[src/rtl/gpio_pad_ctrl.sv]
// GPIO pad-ring controller: registered push-pull/open-drain output drive,
// synchronized and glitch-filtered input sampling, sticky edge interrupts.
module gpio_pad_ctrl #(
    parameter int WIDTH  = 8,
    parameter int FILT_W = 4
) (
    input  logic              HCLK,
    input  logic              HRESETn,
    input  logic [WIDTH-1:0]  out_data,
    input  logic [WIDTH-1:0]  out_en,
    input  logic [WIDTH-1:0]  open_drain,
    input  logic [FILT_W-1:0] filt_cycles,
    input  logic [WIDTH-1:0]  irq_rise_en,
    input  logic [WIDTH-1:0]  irq_fall_en,
    input  logic [WIDTH-1:0]  irq_clr,
    input  logic [WIDTH-1:0]  pad_i,
    output logic [WIDTH-1:0]  pad_o,
    output logic [WIDTH-1:0]  pad_noe,
    output logic [WIDTH-1:0]  in_data,
    output logic [WIDTH-1:0]  rise_pend,
    output logic [WIDTH-1:0]  fall_pend,
    output logic              irq
);

    logic [WIDTH-1:0]  s1;
    logic [WIDTH-1:0]  s2;
    logic [FILT_W-1:0] cnt [WIDTH];

    logic [WIDTH-1:0] diff;
    logic [WIDTH-1:0] upd;
    logic [WIDTH-1:0] noe_nxt;
    logic [WIDTH-1:0] o_nxt;
    logic [WIDTH-1:0] rise_set;
    logic [WIDTH-1:0] fall_set;

    // Open-drain bits only ever pull low; releasing is done via NOE.
    always_comb begin
        o_nxt   = out_data & ~open_drain;
        noe_nxt = (~open_drain & ~out_en)
                | ( open_drain & ~(out_en & ~out_data));
    end

    always_ff @(posedge HCLK or negedge HRESETn) begin
        if (!HRESETn) begin
            pad_o   <= '0;
            pad_noe <= '1;
        end else begin
            pad_o   <= o_nxt;
            pad_noe <= noe_nxt;
        end
    end

    always_ff @(posedge HCLK or negedge HRESETn) begin
        if (!HRESETn) begin
            s1 <= '0;
            s2 <= '0;
        end else begin
            s1 <= pad_i;
            s2 <= s1;
        end
    end

    always_comb begin
        diff = s2 ^ in_data;
        upd  = '0;
        for (int i = 0; i < WIDTH; i++) begin
            upd[i] = diff[i] && (cnt[i] >= filt_cycles);
        end
        rise_set = upd &  s2 & irq_rise_en;
        fall_set = upd & ~s2 & irq_fall_en;
    end

    // cnt stays below filt_cycles while counting, so it cannot wrap.
    always_ff @(posedge HCLK or negedge HRESETn) begin
        if (!HRESETn) begin
            for (int i = 0; i < WIDTH; i++) begin
                cnt[i] <= '0;
            end
        end else begin
            for (int i = 0; i < WIDTH; i++) begin
                if (upd[i] || !diff[i]) begin
                    cnt[i] <= '0;
                end else begin
                    cnt[i] <= cnt[i] + 1'b1;
                end
            end
        end
    end

    always_ff @(posedge HCLK or negedge HRESETn) begin
        if (!HRESETn) begin
            in_data   <= '0;
            rise_pend <= '0;
            fall_pend <= '0;
        end else begin
            in_data   <= in_data ^ upd;
            rise_pend <= rise_set | (rise_pend & ~irq_clr);
            fall_pend <= fall_set | (fall_pend & ~irq_clr);
        end
    end

    assign irq = |{rise_pend, fall_pend};

endmodule

[config.mk]
export PLATFORM = sky130hd
export DESIGN_NAME = gpio_pad_ctrl
export DESIGN_NICKNAME = d
export VERILOG_FILES = /design/src/rtl/gpio_pad_ctrl.sv
export SDC_FILE = /design/constraint.sdc
export NUM_CORES = 1
export LEC_CHECK = 0
export ABC_AREA = 1
export BUFFER_PORTS_ARGS = -buffer_cell sky130_fd_sc_hd__buf_2
export CAP_MARGIN = 20
export CORE_MARGIN = 2
export CORE_UTILIZATION = 45
export CTS_BUF_LIST = sky130_fd_sc_hd__clkbuf_2
export DETAILED_ROUTE_END_ITERATION = 10
export PLACE_DENSITY_LB_ADDON = 0.3
export SYNTH_ARGS = -nofsm -noshare
export SYNTH_HDL_FRONTEND = slang
export SYNTH_SLANG_ARGS = --single-unit
export TNS_END_PERCENT = 20
[constraint.sdc]
create_clock -name HCLK -period 1.7 [get_ports HCLK]
set_clock_uncertainty 0.15 [all_clocks]
set_input_delay 0.17 -clock HCLK [delete_from_list [all_inputs] [get_ports HCLK]]
set_output_delay 0.17 -clock HCLK [all_outputs]
set_load 0.01 [all_outputs]
==> metrics.txt <==
# Max-Cap Violations=0; residual DRC count=0; count of cell types in the netlist=19; area of the core=9640 sq um; Rel. slew slack=73.0%; Routed Antenna Nets=0; buffer levels on the longest clock path=2; max-slew violation count=0; routed len/inst=11.6 um; worst path bufs/invs=2; setup ws final=-0.199 ns; num ports=103; initial antenna violation count=0; Area Growth Syn to Fin=35.3%; final worst-path cycle share=112%; Yosys warnings=0; # setup viols final=1; worst-path maximum fanout=3; Crit-path slowest cell=dfrtp_1; Overflow after GRT=0; Final Power=5960 uW; Fillers=813; worst min-delay path category=primary input to asynchronous set/reset pin; Worst Path Required=1.38 ns; clock root buffer=clkbuf_2; first-pass GRT wire length=16000 um; die area=10600 sq um; VDD IR max=445 uV; Setup CP Type=flop to output pin; placed insts=740; largest net degree at the start of global routing=39; total routed wirelength=9540 um; die width=103 um; Synth Cell Area=4410 sq um; First-pass DRT Iterations=4; crit path DAT=1.58 ns; # port buffers=102; Die H=103 um; worst-skew pair later-pin latency=0.52 ns; post-DP HPWL=6500 um; multi-input combinational cell area=1850 sq um; Total Routing Usage GR=19.4%; Placer Congestion=0.811; layout cells sized above 1=24.5%; Final Hold Viols=0; violated checks=negative setup slack; area share of the largest cell type after synthesis=45.4%; post-route insts no fill=824; Synth area leaders=dfrtp_1 (45%), nand2_1 (13%), ha_1 (11%); Synth area leader=dfrtp_1; Syn Inst Count=502; sequential cell area=2210 sq um; RSZ-0062 raised after global routing=true; CTS tree=built; Achievable Freq=527 MHz; Starting Density=45.8%; Clock Sinks=88; H-Tree Depth=3; status=complete, but fails checks; drt via density=4.51; total number of vias=3719; post-layout util=61.9%; crit path launch type=flop; PD cells=999 nW/um^2; Tmin final=1.90 ns; initial drt markers=75; Crit. End Element=output pin; Leak=0.00350 uW; cell family with most CP delay=flip-flops; cts bufs inserted=9; slew at the pin with the worst max-slew slack=0.405 ns; Max stage delay on crit path=0.46 ns; vias in the first global route=3746; number of synthesized register bits=88; site row count=36; antenna cells=0; Avg Inst Size Synth=8.79 sq um; Final #Nets=788; register area share after synthesis=50.1%; Cell Chain, Critical Path=nor4_2, buf_4, nand3_2, buf_6; clk slew on worst S/H paths=0.25 ns; syn nets=604
## where the power goes
group          internal, uW  switching [uW]  leakage (uW)
combinational           929            1100       0.00230
sequential             2430             319       0.00113
clock                   484             701     0.0000756
total                  3850            2120       0.00350
## through the flow
| stage | hold slack, ns | instance area, sq um | setup slack (ns) | TNS, ns |
|---|---|---|---|---|
| global placement | -0.00542 | 5130 | 0.0357 | 0 |
| CTS | 0.0341 | 5970 | -0.242 | -0.242 |
| global route | 0.0221 | 5970 | -0.385 | -0.385 |
| floorplan | -0.276 | 4410 | 0.353 | 0 |
| detailed placement | -0.000360 | 5130 | -0.0220 | -0.0230 |
| finish | 0.0745 | 5970 | -0.199 | -0.199 |
## layer usage
metal  GRT usage [%]  part of all wire, %  up-vias  wire [um]
met1            23.9                   45     1717       4270
li1                -                    -     1896          -
met4            6.07                  1.0        0         97
met2            34.3                   50       95       4720
met5               0                    0        -          0
met3            3.86                  4.7       11        446
## layout by cell type, fill, tap and decap left out, types with 5 or more instances in the layout
cell,instances
buf_4,5
nor2_1,62
nand4_1,8
inv_2,6
nand2_2,6
dfstp_2,8
xor2_1,8
nand3_1,10
nand4_2,8
dfrtp_1,80
nand3_2,7
a21oi_2,7
nand2_1,147
dlygate4sd3_1,65
ha_1,40
inv_1,93
buf_2,100
clkbuf_2,10
xnor2_1,8
## logic make-up after synthesis
family,Yosys count,share of synthesized area [%]
xor+xnor,16,3.17
flops,88,50.1
buf+inv,99,8.42
compound gates,8,1.76
simple gates,251,25.2
fa+ha+maj,40,11.3
## path summary, 6_finish.rpt
path	start	to	depth (start not counted)	slack [ns]
worst min register to register	s1[0]$_DFF_PN0_	s2[0]$_DFF_PN0_	0	0.21
worst min-delay path	HRESETn	pad_noe[5]$_DFF_PN1_	2	0.07
min in group HCLK	pad_i[3]	s1[3]$_DFF_PN0_	2	0.11
worst max register to register	cnt[9]$_DFF_PN0_	cnt[10]$_DFF_PN0_	6	0.22
max in group asynchronous	HRESETn	cnt[6]$_DFF_PN0_	3	1.02
worst max-delay path	rise_pend[0]$_DFF_PN0_	irq	4	-0.20
## area by class of cell
type | count | share of cell area (%)
flip-flops and latches | 88 | 37.0
multi-input cells | 315 | 30.9
repair buffers | 173 | 20.8
inverters | 99 | 6.22
well taps | 133 | 2.79
clock inverters | 6 | 1.40
clock buffers | 10 | 0.838
## state kept, by name, summed over array words and instances, names as in the netlist, named ones only
signal and flops:
pad_noe 8, rise_pend 8, s1 8, fall_pend 8, cnt 32, s2 8, pad_o 8
## cell usage after synthesis, drive strengths merged
cell / count
nand4: 16
a21oi: 8
nand2: 154
nor4: 1
xor2: 8
ha: 40
dfstp: 8
xnor2: 8
dfrtp: 80
inv: 99
nor2: 62
nor3b: 1
nand3: 17
## what timing repair did
item	4_1_cts	5_1_grt
pin swaps	1	0
endpoints found under the hold margin	128	0
setup endpoints to repair	1	1
gates resized for setup	4	0
hold buffers	66	0
setup buffers	2	0
cloned	0	0
Power figures use the tool's default switching activity.
